**src/rtl/ram_arbiter.sv**
```systemverilog
// ram_arbiter: shares one single-port data RAM between two requesters.
//
// Requester 0 is the CPU load/store path, requester 1 is the loader/debug master.
// Grants are round-robin with a bounded burst: a requester may hold the RAM for at
// most MAX_BURST consecutive contested cycles before the other side must win.
// Writes complete in the acceptance cycle. Reads return one cycle later on the
// owner's rvalid/rdata. The RAM registers its read data.
//
// Ports:
//   clk, reset                 clock and synchronous active-high reset
//   rN_valid / rN_ready        request handshake (ready is combinational on valid)
//   rN_we                      one-hot store size: [0] word, [1] half, [2] byte; 0 = read
//   rN_addr, rN_wdata          byte address and low-aligned store data
//   rN_rvalid, rN_rdata        single-cycle read response pulse and data
//   mem_write_enable, mem_addr, mem_data_in   to the RAM
//   mem_data_out               registered read data from the RAM
module ram_arbiter #(
    parameter int unsigned MAX_BURST   = 4,
    parameter int unsigned RAM_LATENCY = 1
) (
    input  logic        clk,
    input  logic        reset,

    input  logic        r0_valid,
    output logic        r0_ready,
    input  logic [2:0]  r0_we,
    input  logic [31:0] r0_addr,
    input  logic [31:0] r0_wdata,
    output logic        r0_rvalid,
    output logic [31:0] r0_rdata,

    input  logic        r1_valid,
    output logic        r1_ready,
    input  logic [2:0]  r1_we,
    input  logic [31:0] r1_addr,
    input  logic [31:0] r1_wdata,
    output logic        r1_rvalid,
    output logic [31:0] r1_rdata,

    output logic [2:0]  mem_write_enable,
    output logic [31:0] mem_addr,
    output logic [31:0] mem_data_in,
    input  logic [31:0] mem_data_out
);

    // The response path assumes the RAM returns data exactly one cycle after the address.
    if (RAM_LATENCY != 1) begin : g_unsupported_latency
        $error("ram_arbiter: only RAM_LATENCY == 1 is supported");
    end

    localparam logic [2:0] LP_MAX_BURST = 3'(MAX_BURST);

    // Registered arbitration and response state
    logic        r_last_grant;
    logic [2:0]  r_burst_cnt;
    logic        r_rsp_pending;
    logic        r_rsp_owner;
    logic [31:0] r_r0_rdata;
    logic [31:0] r_r1_rdata;

    // Combinational grant
    logic        w_grant_valid;
    logic        w_grant;
    logic [2:0]  w_sel_we;
    logic [31:0] w_sel_addr;
    logic [31:0] w_sel_wdata;
    logic        w_xfer;
    logic        w_is_read;

    always_comb begin
        w_grant_valid = 1'b0;
        w_grant       = 1'b0;
        unique case ({r1_valid, r0_valid})
            2'b01: begin
                w_grant_valid = 1'b1;
                w_grant       = 1'b0;
            end
            2'b10: begin
                w_grant_valid = 1'b1;
                w_grant       = 1'b1;
            end
            2'b11: begin
                w_grant_valid = 1'b1;
                // burst_cnt == 0 means no burst is running (reset or idle gap), so the
                // non-last requester wins; this makes requester 0 first after reset.
                if ((r_burst_cnt != 3'd0) && (r_burst_cnt < LP_MAX_BURST)) begin
                    w_grant = r_last_grant;
                end else begin
                    w_grant = ~r_last_grant;
                end
            end
            default: begin
                w_grant_valid = 1'b0;
                w_grant       = 1'b0;
            end
        endcase
    end

    always_comb begin
        w_sel_we    = w_grant ? r1_we    : r0_we;
        w_sel_addr  = w_grant ? r1_addr  : r0_addr;
        w_sel_wdata = w_grant ? r1_wdata : r0_wdata;
        w_xfer      = w_grant_valid && !reset;
        w_is_read   = (w_sel_we == 3'b000);
    end

    always_comb begin
        r0_ready         = w_xfer && !w_grant;
        r1_ready         = w_xfer &&  w_grant;
        mem_write_enable = w_xfer ? w_sel_we    : 3'b000;
        mem_addr         = w_xfer ? w_sel_addr  : 32'h0;
        mem_data_in      = w_xfer ? w_sel_wdata : 32'h0;
    end

    // Response: a pending read that meets an asserted reset is dropped
    always_comb begin
        r0_rvalid = r_rsp_pending && !r_rsp_owner && !reset;
        r1_rvalid = r_rsp_pending &&  r_rsp_owner && !reset;
        r0_rdata  = r0_rvalid ? mem_data_out : r_r0_rdata;
        r1_rdata  = r1_rvalid ? mem_data_out : r_r1_rdata;
    end

    always_ff @(posedge clk) begin
        if (reset) begin
            r_last_grant  <= 1'b1;
            r_burst_cnt   <= 3'd0;
            r_rsp_pending <= 1'b0;
            r_rsp_owner   <= 1'b0;
        end else begin
            if (w_xfer) begin
                if (w_grant == r_last_grant) begin
                    if (r_burst_cnt < LP_MAX_BURST) begin
                        r_burst_cnt <= r_burst_cnt + 3'd1;
                    end
                end else begin
                    r_last_grant <= w_grant;
                    r_burst_cnt  <= 3'd1;
                end
            end else begin
                r_burst_cnt <= 3'd0;
            end
            r_rsp_pending <= w_xfer && w_is_read;
            r_rsp_owner   <= w_grant;
        end
    end

    // Non-owner rdata holds its last delivered value
    always_ff @(posedge clk) begin
        if (reset) begin
            r_r0_rdata <= 32'h0;
            r_r1_rdata <= 32'h0;
        end else begin
            if (r0_rvalid) begin
                r_r0_rdata <= mem_data_out;
            end
            if (r1_rvalid) begin
                r_r1_rdata <= mem_data_out;
            end
        end
    end

endmodule

```
**config.mk**
```make
export PLATFORM = sky130hd
export DESIGN_NAME = ram_arbiter
export DESIGN_NICKNAME = d
export VERILOG_FILES = /design/src/rtl/ram_arbiter.sv
export SDC_FILE = /design/constraint.sdc
export NUM_CORES = 1
export LEC_CHECK = 0
export ABC_AREA = 1
export CAP_MARGIN = 20
export CORE_AREA = 2 2 118 120
export CTS_CLUSTER_DIAMETER = 50
export DETAILED_ROUTE_END_ITERATION = 16
export DIE_AREA = 0 0 120 122
export GPL_ROUTABILITY_DRIVEN = 0
export PLACE_DENSITY = 0.78
export SLEW_MARGIN = 5
export SYNTH_ARGS = -nofsm -noshare
export SYNTH_HDL_FRONTEND = slang
export SYNTH_SLANG_ARGS = --single-unit
```
**constraint.sdc**
```tcl
create_clock -name clk -period 3.4 [get_ports clk]
set_input_delay 0.68 -clock clk [delete_from_list [all_inputs] [get_ports clk]]
set_output_delay 0.68 -clock clk [all_outputs]
set_load 0.03 [all_outputs]
```
==> results of run 1 <==
-- final timing paths --
path / slack, ns / to / startpoint
max: 0.11 / mem_write_enable[2] / r0_valid
min: 0.56 / r_burst_cnt[1] / r_burst_cnt[1]
max reg2reg: 1.57 / r_last_grant / r_burst_cnt[0]
min reg2reg: 0.56 / r_burst_cnt[1] / r_burst_cnt[1]
-- worst min-delay path: stages (launching register included) --
cell and delay (ns):
dfxtp_1 0.35, mux2i_1 0.09, nor2_1 0.09
-- cells by family after synthesis --
family                     after synthesis  synth area share [%]
and+or+nand+nor                        322                  35.1
AOI/OAI and AO/OA                      103                  14.6
DFF                                     70                  34.3
muxes                                    1                 0.245
adders and majority gates                2                 0.612
xor gates and xnor gates                 1                 0.214
buffers and inverters                  145                  15.0
-- power by group --
group          total (W)  switching (W)  internal (W)
clock           0.000848       0.000338      0.000510
combinational   0.000826       0.000425      0.000401
sequential      0.000840     0.00000524      0.000835
-- sequential cells by signal, indices dropped and copies added (netlist names) --
signal / count
r_r1_rdata: 32
r_r0_rdata: 32
r_rsp_owner: 1
r_rsp_pending: 1
r_last_grant: 1
r_burst_cnt: 3
-- final cells by class --
cell class | count | share of cell area [%]
diodes | 1 | 0.0329
flip-flops and latches | 70 | 18.4
repair buffers | 321 | 42.4
well taps | 180 | 2.96
clock buffers | 12 | 3.24
inverters | 108 | 5.33
multi-input cells | 429 | 27.3
clock inverters | 4 | 0.296
-- synth_stat cells, types with 2 or more instances --
cell type  count  share of area [%]
a21oi_1       35                4.3
ha_1           2               0.61
nand3_1        5               0.61
nand2_1      199                 18
inv_2          2               0.18
o21ai_0       33                4.0
a211oi_1      32                5.9
or2_2         64                9.8
buf_6          6                1.7
inv_1        106                9.7
nor2_1        48                4.4
clkbuf_1      15                1.4
buf_2         14                1.7
dfxtp_1       70                 34
o21ai_1        2               0.24
-- layer usage --
metal	vias to the layer above	global-route usage (%)
met2	191	39.1
met5	-	0
li1	2542	-
met3	15	6.65
met1	2263	28.4
met4	0	5.51
-- stage by stage --
step           setup WS (ns)  utilization (%)
5_1_grt               0.0564             56.4
6_report               0.109             56.4
3_3_place_gp           0.195             54.3
4_1_cts                0.120             56.3
3_5_place_dp           0.134             54.3
2_1_floorplan          0.794                -
==> results.md, run 1 <==
- Outcome: completed
- Final ANT Viol Nets: 0
- Crit path max fanout: 5
- Post-synthesis sequential area ratio: 34.3%
- Async set-reset flop share out of synthesis: 0%
- Fin nets: 1111
- Max-cap viol count: 0
- # H-tree levels: 3
- Clock root cell: clkbuf_16
- DR WL met3: roughly 1200 um
- PortBufs: 304
- Fin cells: 1125
- Grt ovf: 0
- DR pass1 iterations: 5
- Min Clock Period, post-route: between 3 and 4 ns
- Fraction of layout cells with a size suffix above 1: 21.5%
- Met1 wire length: 7310 um
- Rows: 43
- Final WL: 17600 um
- DP HPWL: 14300 um
- Initial core utilization: 30.3%
- Critical path depth in cells: 6
- Synthesized instance count: between 600 and 700
- FMAX: 304 MHz
- Top_reg_cell synth: dfxtp_1
- Die H: 122 um
- Hold Path Class: reg2reg
- DR WL met2: 8830 um
- Crit-path cells: clkdlybuf4s50_1, nor2_1, nor2_1, inv_2, a21oi_1, clkdlybuf4s50_1
- Syn avg cell area: 6.35 sq um
- Vias in the first global route: 4560
- Area Growth Syn to Fin: 86.0%
- Final Cycle Share: 96.8%
- Area occupied by multi-input gates: 2080 sq um
- Fin area: 7610 sq um
- Buf+Inv Stages, Crit Path: 3
- Num ports: slightly above 300
- Core ar.: 13500 sq um
- Worst path max stage delay: between 0.6 and 0.7 ns
- CTS Buf Count: 9
- Hold Path Stages: 2
- Worst setup SP type: input port
- First-pass GRT wire length: 25400 um
- DRC errors left: 0
- Avg WL per Cell: 15.7 um
- Final hold viol count: 0
- Critical path arrival: around 2.6 ns
- Setup repair bufs after CTS: 0
- Most frequent cells in the layout: clkdlybuf4s50_1, nand2_1, inv_1, buf_4, dfxtp_1
- Max transition margin: between 60% and 70%
- Worst reg-to-reg path cell count: 9
- Largest net degree at the start of global routing: 58
- CTS tree: built
- Slowest cell on the critical path: clkdlybuf4s50_1
- Total die area: 14600 sq um
- Critical setup path kind: in2out
- Power density cells: 330 nW/um^2
- DR vias: 5011
- Hold WS: 0.561 ns
- Worst-path clk slew: roughly 0.050 ns
- Slew Limit Fails: 0
- Maximum vdd drop: between 0.2 and 0.3 mV
- GR Util All Layers: between 20% and 30%
- Hold bufs inserted after CTS: 0
- Setup crit end kind: primary output
- Most common cell after layout, fill and taps aside: clkdlybuf4s50_1
- Cts repair resizes: 0
- Register area: around 1400 sq um
- Synth Warn #: 0
- EDFF count, synth: 0
- Final Skew: approximately 0.0085 ns
- TritonCTS Sinks: 70
- Setup TNS: 0 ns
- Die width: around 120 um
- Syn Nets: between 800 and 900
- DRT iter0 DRCs: a little under 300
- Cell variety after synth: 26
- Clock Tree Buf Depth: 2
- Total power: 0.00251 W
- Filler Cells Inserted: approximately 1300
- Synthesized cell area: around 4000 sq um
- RSZ-0062 raised after global routing: no
- Placed cell count: 1108
- #FFs+latches synth: 70
- Worst-margin pin slew: 0.479 ns
- Finish-stage setup viols: 0
- Leakage power: 4.02 nW
- Clk_lat worst skew: about 0.32 ns
- DR vias/cell: 4.45
- Top layer reached by signal wires: met4
- Antenna violations before repair: 1
- CP top delay family: buffers and inverters
- Req. time, crit path: 2.72 ns
- Dpl cell area: 7340 sq um
Note: power is estimated with default switching activity, not from simulation.
==> run 2: changes to the inputs <==
--- a/config.mk
+++ b/config.mk
@@ -12,6 +12,7 @@
 export DETAILED_ROUTE_END_ITERATION = 16
 export DIE_AREA = 0 0 120 122
 export GPL_ROUTABILITY_DRIVEN = 0
+export HOLD_SLACK_MARGIN = 0.15
 export PLACE_DENSITY = 0.78
 export SLEW_MARGIN = 5
 export SYNTH_ARGS = -nofsm -noshare
==> results of run 2 <==
No change in the layout: final DEF, timing and power equal those of run 1.
==> run 3: changes to the inputs <==
--- a/config.mk
+++ b/config.mk
@@ -14,6 +14,7 @@
 export GPL_ROUTABILITY_DRIVEN = 0
 export HOLD_SLACK_MARGIN = 0.15
 export PLACE_DENSITY = 0.78
+export SETUP_SLACK_MARGIN = 0.15
 export SLEW_MARGIN = 5
 export SYNTH_ARGS = -nofsm -noshare
 export SYNTH_HDL_FRONTEND = slang
==> run 3 against run 2 <==
Compared with the run above:
- fmax up 4.6%
- sequential power about the same
- routed wire length up 0.23%
- die area unchanged
- register-to-register slack about the same
- clock-buffer cell count unchanged
- cell area up 0.44%
- via count down 0.28%
- largest power group unchanged
- total power up 0.17%
- non-clock buffer count up 2
==> results.md, run 3 (synthesis gave the netlist of run 1 again) <==
- Final Cycle Share: 92.5%
- Combinational share of power: 33.0%
- CTS tree: built
- Final Skew: 0.00814 ns
- Max-cap viol count: 0
- DRC errors left: 0
- R2R Setup Slk: 1.57 ns
- R2R Path Start: r_burst_cnt[0]
- Num ports: 305
- Hold Path Stages: 2
- Final WL: 17700 um
- Critical setup path kind: in2out
- Power density cells: 329 nW/um^2
- Hold bufs inserted after CTS: 0
- FMAX: 318 MHz
- Worst reg-to-reg path cell count: 9
- Fraction of layout cells with a size suffix above 1: between 20% and 30%
- Fin nets: between 1000 and 1500
- Total die area: between 10000 and 15000 sq um
- Critical path arrival: 2.46 ns
- Max transition margin: 68.2%
- Worst setup SP type: input port
- Clock root cell: clkbuf_16
- DR pass1 iterations: 6
- Filler Cells Inserted: between 1000 and 1500
- Largest net degree at the start of global routing: 58
- Worst-margin pin slew: between 0.4 and 0.5 ns
- Clk_lat worst skew: 0.32 ns
- Sw power: 0.000768 W
- Core ar.: 13500 sq um
- Die H: 122 um
- Worst-path clk slew: 0.06 ns
- Leakage power: 4.07 nW
- DRT iter0 DRCs: 269
- GR Util All Layers: a little under a quarter
- Area occupied by multi-input gates: about 2100 sq um
- DR vias/cell: ~4.4
- Switching Share: around 31%
- First-pass GRT wire length: 25400 um
- Hold Crit Start: r_last_grant
- Finish-stage setup viols: 0
- Most frequent cells in the layout: clkdlybuf4s50_1, nand2_1, inv_1, buf_4, dfxtp_1
- Min Clock Period, post-route: ~3.1 ns
- Register area: roughly 1400 sq um
- Crit path max fanout: 5
- # H-tree levels: 3
- Setup TNS: 0 ns
- TritonCTS Sinks: 70
- Req. time, crit path: 2.72 ns
- Avg WL per Cell: 15.7 um
- Grt ovf: 0
- Register share of total power: about a third
- Pint: 0.00175 W
- Maximum vdd drop: 0.259 mV
- Setup crit end kind: primary output
- Hold EP: r_last_grant
- Clock Power Share: 33.7%
- PortBufs: 304
- Area Growth Syn to Fin: 86.8%
- Clock Tree Buf Depth: 2
- Outcome: completed
- Hold WS: 0.560 ns
- Vias in the first global route: 4560
- Final ANT Viol Nets: 0
- Final hold viol count: 0
- Slew Limit Fails: 0
- Hold Path Class: reg2reg
- Initial core utilization: between 30% and 40%
- DP HPWL: 14300 um
- Antenna violations before repair: 1
- Largest registers: r_r0_rdata: 32 flops, r_r1_rdata: 32 flops, r_burst_cnt: 3 flops
- RSZ-0062 raised after global routing: no
- Reg2Reg Capture Point: r_last_grant
- CTS Buf Count: 9
- DR vias: approximately 5000
- Most common cell after layout, fill and taps aside: clkdlybuf4s50_1
- Rows: 43
- Die width: 120 um
[run 3: power by group through the flow]
stage               Sequential [W]  Clock, W  Combinational [W]
floorplan                 0.000856         0           0.000369
detailed placement        0.000858         0           0.000824
global route              0.000841  0.000917           0.000882
global placement          0.000857         0           0.000824
finish                    0.000840  0.000848           0.000830
CTS                       0.000840  0.000868           0.000829
[run 3: worst max-delay path, stage by stage]
cell,delay [ns]
clkdlybuf4s50_1,0.58
nor2_1,0.10
nor2_2,0.18
inv_2,0.12
nor2_1,0.12
clkdlybuf4s50_1,0.67
[run 3: stage by stage]
| stage | setup WS (ns) | instances | total power [W] | utilization [%] | area, sq um |
|---|---|---|---|---|---|
| finish | 0.255 | 1127 | 0.00252 | 56.6 | 7640 |
| global route | 0.177 | 1127 | 0.00264 | 56.6 | 7640 |
| CTS | 0.176 | 1124 | 0.00254 | 56.3 | 7610 |
| detailed placement | 0.134 | 1108 | 0.00168 | 54.3 | 7340 |
| global placement | 0.195 | 1108 | 0.00168 | 54.3 | 7340 |
| floorplan | 0.794 | 644 | 0.00123 | - | 4090 |
[run 3: what timing repair did]
action,4_1_cts,5_1_grt
setup buffers,0,2
setup endpoints to repair,1,38
gates resized for setup,1,3
pin swaps,0,1
[run 3: final cells by class]
| cell class | count | share of cell area, % |
|---|---|---|
| clock buffer | 12 | 3.22 |
| timing repair buffer | 323 | 42.6 |
| multi-input combinational | 429 | 27.2 |
| clock inverter | 4 | 0.295 |
| antenna | 1 | 0.0327 |
| inverter | 108 | 5.30 |
| tap | 180 | 2.95 |
| sequential | 70 | 18.3 |
[run 3: worst max path at each step]
stage | from | endpoint | slack, ns
6_report | r0_valid | mem_write_enable[0] | 0.26
3_5_place_dp | r0_valid | mem_write_enable[2] | 0.13
2_1_floorplan | reset | r0_rdata[16] | 0.79
4_1_cts | r0_valid | mem_write_enable[0] | 0.18
3_3_place_gp | r0_valid | mem_write_enable[2] | 0.19
5_1_grt | r0_valid | mem_data_in[5] | 0.18
[run 3: per-layer routing]
layer	track usage (%)	part of all wire [%]	up-vias
met1	28.4	42	2258
met3	6.65	7.0	12
met5	0	0	-
li1	-	-	2546
met2	39.1	50	181
met4	5.51	1.2	0
